===== src/rtl/lsu_pkg.sv =====
// rtl/lsu_pkg.sv - shared types and constants for the load/store unit
//
// Holds the FSM state enum, RV32I funct3 width/sign codes and the default
// watchdog limit. No ports.

package lsu_pkg;

  typedef enum logic {
    IDLE   = 1'b0,
    ACCESS = 1'b1
  } state_t;

  // Load funct3 codes
  localparam logic [2:0] LB  = 3'b000;
  localparam logic [2:0] LH  = 3'b001;
  localparam logic [2:0] LW  = 3'b010;
  localparam logic [2:0] LBU = 3'b100;
  localparam logic [2:0] LHU = 3'b101;

  // Store funct3 codes
  localparam logic [2:0] SB  = 3'b000;
  localparam logic [2:0] SH  = 3'b001;
  localparam logic [2:0] SW  = 3'b010;

  localparam int TIMEOUT_CYCLES_DEFAULT = 255;

endpackage


===== src/rtl/lsu_align.sv =====
// rtl/lsu_align.sv - combinational lane alignment, load extraction and legality
//
// Ports:
//   is_load, is_store, funct3, addr, wdata : incoming request (legality, store lanes)
//   legal      : request is a well-formed, naturally aligned access
//   be         : byte enables for the word access
//   lane_wdata : store data replicated onto the addressed lanes
//   ld_funct3, ld_offset, mem_rdata : captured load kind/offset and read word
//   load_data  : extracted and extended load result

module lsu_align
  import lsu_pkg::*;
(
  input  logic        is_load,
  input  logic        is_store,
  input  logic [2:0]  funct3,
  input  logic [31:0] addr,
  input  logic [31:0] wdata,
  input  logic [2:0]  ld_funct3,
  input  logic [1:0]  ld_offset,
  input  logic [31:0] mem_rdata,
  output logic        legal,
  output logic [3:0]  be,
  output logic [31:0] lane_wdata,
  output logic [31:0] load_data
);

  logic [7:0]  ld_byte;
  logic [15:0] ld_half;

  always_comb begin
    legal      = 1'b0;
    be         = 4'b1111;
    lane_wdata = 32'h0;
    // Exactly one of load/store must be requested.
    if (is_load ^ is_store) begin
      if (is_load) begin
        case (funct3)
          LB, LBU: legal = 1'b1;
          LH, LHU: legal = ~addr[0];
          LW:      legal = (addr[1:0] == 2'b00);
          default: legal = 1'b0;
        endcase
      end else begin
        case (funct3)
          SB: begin
            legal      = 1'b1;
            be         = 4'b0001 << addr[1:0];
            lane_wdata = {4{wdata[7:0]}};
          end
          SH: begin
            legal      = ~addr[0];
            be         = addr[1] ? 4'b1100 : 4'b0011;
            lane_wdata = {2{wdata[15:0]}};
          end
          SW: begin
            legal      = (addr[1:0] == 2'b00);
            lane_wdata = wdata;
          end
          default: legal = 1'b0;
        endcase
      end
    end
  end

  always_comb begin
    ld_byte = mem_rdata[{ld_offset, 3'b000} +: 8];
    ld_half = ld_offset[1] ? mem_rdata[31:16] : mem_rdata[15:0];
    case (ld_funct3)
      LB:      load_data = {{24{ld_byte[7]}}, ld_byte};
      LBU:     load_data = {24'h0, ld_byte};
      LH:      load_data = {{16{ld_half[15]}}, ld_half};
      LHU:     load_data = {16'h0, ld_half};
      default: load_data = mem_rdata;
    endcase
  end

endmodule


===== src/rtl/load_store_unit.sv =====
// rtl/load_store_unit.sv - RV32I load/store unit with watchdog
//
// Ports:
//   clk, rst                  : clock, asynchronous active-high reset
//   start, is_load, is_store  : request strobe (sampled in IDLE) and kind
//   funct3, addr, wdata       : width/sign code, byte address, store data
//   mem_req, mem_we, mem_addr, mem_be, mem_wdata : registered memory request
//   mem_rdata, mem_ready      : read word and completion from memory
//   rdata, done, busy, fault  : load result, completion pulse, busy, error pulse

module load_store_unit
  import lsu_pkg::*;
#(
  parameter int TIMEOUT_CYCLES = TIMEOUT_CYCLES_DEFAULT
) (
  input  logic        clk,
  input  logic        rst,
  input  logic        start,
  input  logic        is_load,
  input  logic        is_store,
  input  logic [2:0]  funct3,
  input  logic [31:0] addr,
  input  logic [31:0] wdata,
  output logic        mem_req,
  output logic        mem_we,
  output logic [31:0] mem_addr,
  output logic [3:0]  mem_be,
  output logic [31:0] mem_wdata,
  input  logic [31:0] mem_rdata,
  input  logic        mem_ready,
  output logic [31:0] rdata,
  output logic        done,
  output logic        busy,
  output logic        fault
);

  localparam logic [7:0] LAST_CYCLE = 8'(TIMEOUT_CYCLES - 1);

  state_t      state;
  logic [7:0]  wd_cnt;
  logic [2:0]  req_funct3;
  logic [1:0]  req_offset;
  logic        req_load;

  logic        legal;
  logic [3:0]  be;
  logic [31:0] lane_wdata;
  logic [31:0] load_data;

  lsu_align u_align (
    .is_load    (is_load),
    .is_store   (is_store),
    .funct3     (funct3),
    .addr       (addr),
    .wdata      (wdata),
    .ld_funct3  (req_funct3),
    .ld_offset  (req_offset),
    .mem_rdata  (mem_rdata),
    .legal      (legal),
    .be         (be),
    .lane_wdata (lane_wdata),
    .load_data  (load_data)
  );

  assign busy = (state == ACCESS);

  always_ff @(posedge clk or posedge rst) begin
    if (rst) begin
      state      <= IDLE;
      wd_cnt     <= 8'd0;
      req_funct3 <= 3'b000;
      req_offset <= 2'b00;
      req_load   <= 1'b0;
      mem_req    <= 1'b0;
      mem_we     <= 1'b0;
      mem_addr   <= 32'h0;
      mem_be     <= 4'h0;
      mem_wdata  <= 32'h0;
      rdata      <= 32'h0;
      done       <= 1'b0;
      fault      <= 1'b0;
    end else begin
      done  <= 1'b0;
      fault <= 1'b0;
      case (state)
        IDLE: begin
          if (start) begin
            if (legal) begin
              state      <= ACCESS;
              wd_cnt     <= 8'd0;
              req_funct3 <= funct3;
              req_offset <= addr[1:0];
              req_load   <= is_load;
              mem_req    <= 1'b1;
              mem_we     <= is_store;
              mem_addr   <= {addr[31:2], 2'b00};
              mem_be     <= be;
              mem_wdata  <= lane_wdata;
            end else begin
              fault <= 1'b1;
            end
          end
        end
        ACCESS: begin
          // mem_ready is checked first so it wins on the expiry cycle.
          if (mem_ready || (wd_cnt == LAST_CYCLE)) begin
            state     <= IDLE;
            wd_cnt    <= 8'd0;
            mem_req   <= 1'b0;
            mem_we    <= 1'b0;
            mem_addr  <= 32'h0;
            mem_be    <= 4'h0;
            mem_wdata <= 32'h0;
            if (mem_ready) begin
              done <= 1'b1;
              if (req_load) rdata <= load_data;
            end else begin
              fault <= 1'b1;
            end
          end else begin
            wd_cnt <= wd_cnt + 8'd1;
          end
        end
        default: state <= IDLE;
      endcase
    end
  end

endmodule


===== config.mk =====
export PLATFORM = sky130hd
export DESIGN_NAME = load_store_unit
export DESIGN_NICKNAME = d
export VERILOG_FILES = /design/src/rtl/lsu_pkg.sv /design/src/rtl/lsu_align.sv /design/src/rtl/load_store_unit.sv
export SDC_FILE = /design/constraint.sdc
export NUM_CORES = 1
export LEC_CHECK = 0
export ABC_CLOCK_PERIOD_IN_PS = 3700
export BUFFER_PORTS_ARGS = -buffer_cell sky130_fd_sc_hd__clkbuf_2
export CORE_UTILIZATION = 45
export CTS_BUF_LIST = sky130_fd_sc_hd__clkbuf_16
export DETAILED_ROUTE_END_ITERATION = 7
export PLACE_DENSITY = 0.77
export SYNTH_ARGS = -nofsm -noshare
export SYNTH_HDL_FRONTEND = slang
export SYNTH_HIERARCHICAL = 1
export SYNTH_SLANG_ARGS = --single-unit
export TNS_END_PERCENT = 5

===== constraint.sdc =====
create_clock -name clk -period 3.7 [get_ports clk]
set_clock_uncertainty 0.2 [all_clocks]
set_input_delay 0.74 -clock clk [delete_from_list [all_inputs] [get_ports clk]]
set_output_delay 0.74 -clock clk [all_outputs]
set_load 0.005 [all_outputs]

Yosys cells after proc, flatten, opt, wreduce, memory -nomap -nowiden
Cells that the tools add are included.

$add $sub $neg: 1. Eq/ne operators: 11. Shift operators: 2. Mux-type cells: 47. Bitwise gates (word level): 3. Reduce and logical (&&, ||, !) cells: 10.

Operators by type and width (number): $mux W32 (7); $pmux W32 S2 (2); $pmux W32 S4 (1); $pmux W32 S3 (1); $shiftx A32 B6 Y8 (1); $mux W4 (6); $mux W8 (3); $mux W1 (17); $mux W16 (1); $pmux W4 S2 (2); $pmux W8 S2 (1); $eq A3 B3 Y1 const B (4); $add A8 B1 Y8 const B (1); $eq A8 B8 Y1 const B (1); $pmux W1 S2 (4); $eq A3 B1 Y1 const B (2); $logic_not A3 Y1 (2); $pmux W1 S3 (2); $reduce_and A3 Y1 (2); $ne A2 B2 Y1 const B (2); $reduce_and A4 Y1 (1); $reduce_or A2 Y1 (2); $shl A1 B2 Y4 const A (1); $eq A3 B2 Y1 const B (1); 6 further kinds (7).

Flip-flop bits (word level): 119. Input port bits: 105. Output and inout bits: 105. Word-level logic and storage cells: 87.

Longest topological paths before layout
Gate-level depths: netlist of run 1.

Depth after elaboration: 8. Depth in mapped cells: 9. Depth with buffers taken out: 6.

By module
Netlist of run 1, hierarchy kept.

Modules (own cells, without submodules): load_store_unit (times used 1, cells each 296, area each 4371.7 µm², seq. area each 2927.8 µm²); lsu_align (times used 1, cells each 204, area each 1222.4 µm², seq. area each 0.0 µm²).

Worst setup path before layout of run 1
OpenSTA, ideal clock, no wires.

Kind: input to register. From: in funct3[0]. To: reg req_funct3[0]. Library setup time: 0.125 ns. Data arrival time: 2.310 ns. Data required time: 3.375 ns. Slack: 1.065 ns. Stages: 8. Path buffers: 2. Cell sequence: buf_2 nor4_1 nor2_1 a21oi_1 inv_1 nor2_1 clkbuf_1 mux2_2.

Longest elaborated chain between the ends: 6. Elaborated cells on any way between the ends: 12. Classes of those cells: eq/ne: 4; mux: 4; reduce/logical: 4.

RTL lines: from (decl) (line load_store_unit.sv:21) `input logic [2:0] funct3,`; $eq A3 B3 Y1 (tied with other cells) (line lsu_align.sv:38) `case (funct3)`; $reduce_or A2 Y1 (line lsu_align.sv:38); $pmux W1 S3 (line lsu_align.sv:38); $mux W1 (*) (line lsu_align.sv:37) `if (is_load) begin`; $mux W1 (*) (line lsu_align.sv:36) `if (is_load ^ is_store) begin`; via legal (line load_store_unit.sv:45) `logic legal;`; $reduce_and A3 Y1 (no source line) (*); to (signal assigned) (line load_store_unit.sv:91) `req_funct3 <= funct3;`; to (decl) (line load_store_unit.sv:41) `logic [2:0] req_funct3;`.

The timed path passes the listed nets; every way through them passes the cells marked *. A chain may end at the register's enable or synchronous reset.

Final worst setup path of run 1
From: reg req_offset[1]. To: reg rdata[5].

Longest elaborated chain between the ends: 2. Elaborated cells on any way between the ends: 3. Classes of those cells: shift: 1; mux: 2.

RTL lines: from (decl) (line load_store_unit.sv:42) `logic [1:0] req_offset;`; from (signal assigned) (line load_store_unit.sv:92) `req_offset <= addr[1:0];`; $shiftx A32 B6 Y8 / $mux W16 (equally long branches) (line lsu_align.sv:67, lsu_align.sv:68); $pmux W32 S4 (*) (line lsu_align.sv:69) `case (ld_funct3)`; via load_data[5] (line load_store_unit.sv:48) `logic [31:0] load_data;`; to (signal assigned) (line load_store_unit.sv:116) `if (req_load) rdata <= load_data;`; to (decl) (line load_store_unit.sv:31) `output logic [31:0] rdata,`.

Marked as above.

==> impl_results.md, run 1 <==
* Post-synthesis cell area at 5594 µm²
* Total Routing Usage GR at 0.2486
* Worst Reg-to-Reg Cells at 4
* Diode count at 0
* Detailed placement HPWL at 11.14 mm
* M3 GR Usage at 0.04729
* Clock slew at reported path FFs at 0.06 ns
* DR vias at approximately 5k
* Post-CTS Setup Inserts at 0
* Routed len/inst at about 18 µm
* Pins over their slew limit at 0
* Reg2reg end: rdata[5]
* Worst hold path class: input port to async pin
* Area delta synth->final at 30.82%
* GRT Max-Usage Layer: met2
* Max Cap Violations at 0
* Dpl cells at 849
* CTS tree: yes
* RSZ-0062 raised after global routing: false
* Worst slew pin tran at 0.8849 ns
* Inserted Clock Buffers at 17
* FP Rows at 40
* First-pass GRT wire length at ~25 mm
* Drt via density at 5.645
* # clock sinks at 117
* Async SR Flop Fraction at 1.000
* F_max at 0.3778 GHz
* Initial Utilization at 0.4638
* Post-cts resize count at 0
* H-tree depth at 4
* Non-filler cells, final at 881
* Worst vdd ir at 327.2 µV
* Gr ovfl total at 0
* Core area at 12060 µm²
* CP startpoint: req_offset[1]
* IO Count at 210
* Minimum clock period at approximately 2.6 ns
* Port buffer count at 207
* Number of synthesized register bits at 117
* Initial antenna violation count at 0
* Initial DRC Count at 474
* Drt first pass iters at 4
* Mapped Cells at 500
* Final #Nets at 807
* Rel. slew slack at 0.4088
* Final core utilization at 0.6067
* Synthesis Warnings at 6
* Power per cell area at ~600 nW/µm²
* Met1 usage at 0.3217
* Reg2reg start: req_offset[1]
* Proportion of layout cells with a drive suffix above 1 at 0.4278
* Die ar. at around 13000 µm²
* Final GP Congestion at 0.8655
* Setup crit start kind: flip-flop
* Clk_lat worst skew at 0.41 ns
* Final Cycle Share at 0.7154
* Seq/Total Area, Yosys at 0.5234
* Crit. End Element: flip-flop
* Die Height at 113.5 µm
* Syn avg cell area at approximately 11 µm²
* Hold buffers post-CTS at 0
* Clock Tree Buf Depth at 2
* CP Class: flip-flop to flip-flop
* Largest net degree at the start of global routing at 69
* Leak at 3.813 nW
* Yosys cell types at 42
* CP Capture Point: rdata[5]
* Reg-to-reg slack, setup at around 1.1 ns
* Final WL at 15.48 mm
* Number of synthesized flops with an enable pin at 0
* Worst path required time at 3.85 ns
* Routing usage on met2 at 0.4154
* Vias in the first global route at 4921
* Detail Route Antenna Nets at 0
* Crit-path max FO at 15
* Drt drc at 0
* Clock tree root buffer cell: clkbuf_16
* Setup TNS at 0 ns
* Crit path DAT at about 2.8 ns
* Die Width at 113.5 µm
* Main synth FF type: dfrtp_1
* Setup-failing EPs final at 0
* Final Hold Fails at 0
* Status: complete, no violations
==> cell families after synthesis <==
kind of cell | after synthesis | share of synthesized area
AO/OA/AOI/OAI | 161 | 0.2176
AND/OR/NAND/NOR | 121 | 0.1062
flip-flops | 117 | 0.5234
multiplexers | 54 | 0.1074
buffers and inverters | 43 | 0.03869
adder cells (fa/ha/maj) | 2 | 0.004473
other | 1 | 0.0006703
XOR/XNOR | 1 | 0.001566
==> power by group <==
part           total, mW  internal [mW]  switching, mW
sequential          1.74           1.53          0.209
clock               1.58          0.937          0.641
combinational       1.05          0.538          0.509
==> through the flow <==
step	power, mW	area [µm²]	hold WS [ns]	setup WS [ns]
final	4.370	7318	0.2432	1.053
after detailed placement	2.817	6745	0.2817	0.8281
after global routing	4.592	7318	0.2928	1.004
after global placement	2.775	6745	0.2619	0.9136
after floorplan	2.335	5602	0.2740	1.065
after CTS	4.415	7318	0.2548	1.111
==> per-layer routing <==
layer | share of wire | vias to the layer above
li1 | - | 2243
met1 | 0.41 | 2455
met2 | 0.51 | 254
met3 | 0.067 | 21
met4 | 0.015 | 0
met5 | 0 | -
==> how the worst min path moves through the flow <==
stage	start	depth (start not counted)	slack, ns	end
2_1_floorplan	mem_req	1	0.27	mem_req
3_3_place_gp	mem_req	1	0.26	mem_req
3_5_place_dp	mem_req	1	0.28	mem_req
4_1_cts	rst	2	0.25	mem_wdata[19]
5_1_grt	rst	2	0.29	mem_wdata[18]
6_report	rst	2	0.24	mem_wdata[19]
==> cell usage in the layout, fill, tap and decap left out, types with 2 or more instances in the layout <==
| master | n |
|---|---|
| o21ai_0 | 16 |
| a221o_1 | 2 |
| nor2b_1 | 7 |
| a211oi_1 | 19 |
| or2_2 | 8 |
| nor4_1 | 4 |
| nand2b_1 | 5 |
| nor3_1 | 6 |
| clkinv_4 | 6 |
| a22o_1 | 82 |
| mux2_2 | 38 |
| conb_1 | 2 |
| inv_1 | 6 |
| nand3_1 | 4 |
| ha_1 | 2 |
| inv_6 | 3 |
| a21o_1 | 6 |
| clkbuf_2 | 207 |
| and2_1 | 9 |
| mux2i_1 | 15 |
| nor2_1 | 6 |
| clkbuf_16 | 17 |
| dfrtp_1 | 117 |
| buf_4 | 8 |
| a21oi_1 | 31 |
| clkinvlp_4 | 4 |
| nand2_1 | 62 |
==> cells in the mapped netlist, types with 5 or more instances <==
library cell	instances	area share
a211oi_1	19	0.025
a21o_1	6	0.0081
a21oi_1	31	0.028
a22o_1	82	0.13
and2_1	9	0.010
buf_1	5	0.0034
buf_2	11	0.0098
clkbuf_1	13	0.0087
dfrtp_1	117	0.52
inv_1	7	0.0047
mux2_2	38	0.076
mux2i_1	15	0.027
nand2_1	62	0.042
nand2b_1	5	0.0056
nor2_1	7	0.0047
nor2b_1	7	0.0078
nor3_1	6	0.0054
o21ai_0	16	0.014
or2_2	8	0.0089
==> critical path: stages, from the launching register on <==
cell and delay, ns:
dfrtp_1 0.81, nor2b_1 0.79, a211oi_1 0.12, a211oi_1 0.43, mux2_2 0.23
==> area by class of cell <==
| class | count | area (µm²) |
|---|---|---|
| clock inverters | 15 | 147.6 |
| inverters | 7 | 30.03 |
| multi-input cells | 341 | 2461 |
| fillers | 1004 | 4743 |
| flip-flops and latches | 117 | 2928 |
| repair buffers | 216 | 1116 |
| clock buffers | 17 | 425.4 |
| well taps | 168 | 210.2 |
==> registers in the layout, indices dropped and copies added, names as in the netlist <==
register	flops
mem_wdata	32
rdata	32
mem_addr	30
wd_cnt	8
mem_be	4
req_funct3	3
req_offset	2
busy	1
done	1
fault	1
mem_req	1
mem_we	1
req_load	1
Power figures use the tool's default switching activity.
==> run 2: changes to the inputs <==
--- a/config.mk
+++ b/config.mk
@@ -5,9 +5,10 @@
 export SDC_FILE = /design/constraint.sdc
 export NUM_CORES = 1
 export LEC_CHECK = 0
-export ABC_CLOCK_PERIOD_IN_PS = 3700
+export ABC_AREA = 1
+export ABC_CLOCK_PERIOD_IN_PS = 2200
 export BUFFER_PORTS_ARGS = -buffer_cell sky130_fd_sc_hd__clkbuf_2
-export CORE_UTILIZATION = 45
+export CORE_UTILIZATION = 46
 export CTS_BUF_LIST = sky130_fd_sc_hd__clkbuf_16
 export DETAILED_ROUTE_END_ITERATION = 7
 export PLACE_DENSITY = 0.77
==> constraint.sdc (replaced) <==
create_clock -name clk -period 2.2 [get_ports clk]
set_clock_uncertainty 0.2 [all_clocks]
set_input_delay 0.44 -clock clk [delete_from_list [all_inputs] [get_ports clk]]
set_output_delay 0.44 -clock clk [all_outputs]
set_load 0.005 [all_outputs]
==> run 2 against run 1 <==
Against the previous run: synthesized cell count grew 61%; critical path depth grew 2; power grew 80%; global-route usage grew 0.19 points; worst setup slack lost 0.83 ns; critical endpoint is now rdata[23]; highest routed layer unchanged.
==> impl_results.md, run 2 <==
* Status: complete, no violations
* Setup crit start kind: flip-flop
* Register area at 2928 µm² (unchanged)
* Setup TNS at 0 ns (unchanged)
* Initial Utilization at 0.4705 (+0.006702)
* CP Class: flip-flop to flip-flop
* Fill cells at 1223 (+22%)
* Internal cell power at 5.411 mW (+80%)
* Routed len/inst at 13.48 µm (-23%)
* Pins over their slew limit at 0 (unchanged)
* Power per cell area at 971.8 nW/µm² (+63%)
* Reported net switching power at 2.445 mW (+80%)
* Largest area contributor in the netlist: dfrtp_1
* Commonest cells after routing, fill and taps aside: 265 x nand2_1, 207 x clkbuf_2, 137 x inv_1, 117 x dfrtp_1, 64 x o21ai_0
* Inserted Clock Buffers at 17 (unchanged)
* Max Cap Violations at 0 (unchanged)
* Final Hold Fails at 0 (unchanged)
* Area delta synth->final at 30.26%
* Die Width at 118.2 µm (+4.1%)
* Diode count at 0 (unchanged)
* Seq/Total Area, Yosys at 0.4718 (-0.05160)
* Final WL at 16.23 mm (+4.9%)
* Leading cell type in the layout, fill and taps excluded: nand2_1
* Core area at 13190 µm² (+9.4%)
* Design area at 8084 µm² (+10%)
* Final Cycle Share at 0.8978 (+0.1824)
* Number of synthesized flops with an enable pin at 0 (unchanged)
* Crit path DAT at 2.07 ns (-0.72 ns)
* Clock Tree Buf Depth at 2 (unchanged)
* Placement Cell Area at 7485 µm² (+11%)
* Biggest regs: mem_wdata: 32 flops, rdata: 32 flops, mem_addr: 30 flops
* Main synth FF type: dfrtp_1
* Clk pwr share at 0.350 (-0.011)
* CTS tree: yes
* Total Power at 7.856 mW (+80%)
* Worst hold path cell count at 3
* Gr ovfl total at 0 (unchanged)
* Initial antenna violation count at 0 (unchanged)
* Footprint of the multi-input gates at 2552 µm² (+3.7%)
* Total Routing Usage GR at 0.2505 (+0.001895)
* Rel. slew slack at 0.6044 (+0.1955)
* Post-synthesis cell area at 6206 µm² (+11%)
* Logic pwr share at 0.274 (+0.034)
* Leak at 4.625 nW (+21%)
* Synthesis Warnings at 6 (unchanged)
* Worst hold path class: input port to flip-flop
* Drt via density at 4.872 (-14%)
* Largest net degree at the start of global routing at 60 (-13%)
* Detailed placement HPWL at 11.78 mm (+5.7%)
* Syn avg cell area at 7.700 µm² (-31%)
* Detail Route Antenna Nets at 0 (unchanged)
* Sw Ratio at 0.3112 (about the same)
* RSZ-0062 raised after global routing: false
* Mapped Cells at 806 (+61%)
* Port buffer count at 207 (unchanged)
* Die ar. at 13960 µm² (+8.4%)
* DR vias at 5866 (+18%)
* Clock slew at reported path FFs at 0.05 ns (about the same)
* Post-CTS Setup Inserts at 0 (unchanged)
* Post-synth top area share at 0.4718 (-0.05160)
* Minimum clock period at 1.975 ns (-0.6719 ns)
* Worst vdd ir at 552.9 µV (+69%)
* Top post-synthesis cells by area: dfrtp_1 47%, nand2_1 16%, inv_1 8.3%
* Vias in the first global route at 5695 (+16%)
* Proportion of layout cells with a drive suffix above 1 at 0.2938 (-0.1340)
* Final GP Congestion at 0.8948 (+3.4%)
* Yosys cell types at 33 (-21%)
* F_max at 0.5063 GHz (+34%)
* Crit. End Element: flip-flop
* Async SR Flop Fraction at 1.000 (unchanged)
* Final #Nets at 1122 (+39%)
* Worst slew pin tran at 0.5920 ns (-0.2929 ns)
* Worst Reg-to-Reg Cells at 6 (+2)
* Number of synthesized register bits at 117 (unchanged)
* IO Count at 210 (unchanged)
* Most frequent cell after synthesis: nand2_1
* Clk_lat worst skew at 0.41 ns (about the same)
* Crit-path max FO at 16 (+1)
* Seq pwr share at 0.376 (-0.023)
* Initial DRC Count at 554 (+17%)
* H-tree depth at 4 (unchanged)
* Post-synth top cells: 265 x nand2_1, 138 x inv_1, 117 x dfrtp_1
* Drt first pass iters at 5 (+1)
* Post-cts resize count at 0 (unchanged)
* Worst path required time at 2.30 ns (-1.55 ns)
* First-pass GRT wire length at 27.57 mm (+11%)
* FP Rows at 42 (+5.0%)
* # clock sinks at 117 (unchanged)
* Drt drc at 0 (unchanged)
* Die Height at 118.2 µm (+4.1%)
* Clock tree root buffer cell: clkbuf_16
* Setup-failing EPs final at 0 (unchanged)
## run 2: metal layers
layer	routed length [µm]	track usage	part of all wire	up-vias
li1	-	-	-	2900
met1	6864	0.3167	0.42	2682
met2	7656	0.4125	0.47	258
met3	1411	0.06660	0.087	26
met4	294	0.08974	0.018	0
met5	0	0	0	-
## run 2: path summary, 6_finish.rpt
path	startpoint	endpoint	slack, ns
setup / recovery	req_funct3[1]	rdata[23]	0.22
hold / removal	addr[22]	mem_addr[22]	0.04
setup reg to reg	req_funct3[1]	rdata[23]	0.22
hold reg to reg	mem_req	mem_req	0.27
max in group asynchronous	rst	rdata[0]	1.04
min in group asynchronous	rst	mem_wdata[20]	0.48
## run 2: power by group through the flow
stage / clock, mW / sequential [mW] / combinational [mW]
finish: 2.75 / 2.95 / 2.15
global placement: 0 / 2.97 / 2.12
floorplan: 0 / 2.97 / 1.25
CTS: 2.80 / 2.95 / 2.17
global route: 2.93 / 3.02 / 2.43
detailed placement: 0 / 2.99 / 2.16
## run 2: worst max-delay path, stage by stage, from the launching register on
cell and delay (ns):
dfrtp_1 0.40, inv_2 0.11, nand2_1 0.15, nor2_1 0.08, nand2_1 0.45, nand3_1 0.18
mux2_2 0.29
## run 2: cell type report
class,instances,area share
flip-flops and latches,117,0.3622
multi-input cells,515,0.3157
repair buffers,223,0.1557
inverters,141,0.06624
clock buffers,17,0.05262
well taps,176,0.02724
clock inverters,15,0.02028
## run 2: logic make-up (layout without fill, tap and decap cells)
kind of cell,Yosys count,after routing,share of synthesized area
flip-flops,117,117,0.4718
AND/OR/NAND/NOR,367,367,0.2442
multiplexers,38,38,0.06895
AO/OA/AOI/OAI,102,102,0.08649
buffers and inverters,175,396,0.1183
other,1,2,0.0006043
adder cells (fa/ha/maj),2,2,0.004032
XOR/XNOR,4,4,0.005646
## run 2: stage by stage
| step | instances | hold WS (ns) | util | setup WS [ns] |
|---|---|---|---|---|
| after floorplan | 807 | 0.2650 | - | 0.1326 |
| after global placement | 1171 | 0.2570 | 0.5674 | 0.09248 |
| after detailed placement | 1171 | 0.2617 | 0.5674 | -0.02920 |
| after CTS | 1204 | 0.02612 | 0.6129 | 0.2348 |
| after global routing | 1204 | 0.04761 | 0.6129 | 0.008333 |
| final | 1204 | 0.04332 | 0.6129 | 0.2247 |
## run 2: timing repair
| item | CTS | global route |
|---|---|---|
| endpoints found under the setup margin | 0 | 0 |
| hold buffers | 1 | 0 |
| endpoints found under the hold margin | 117 | 0 |
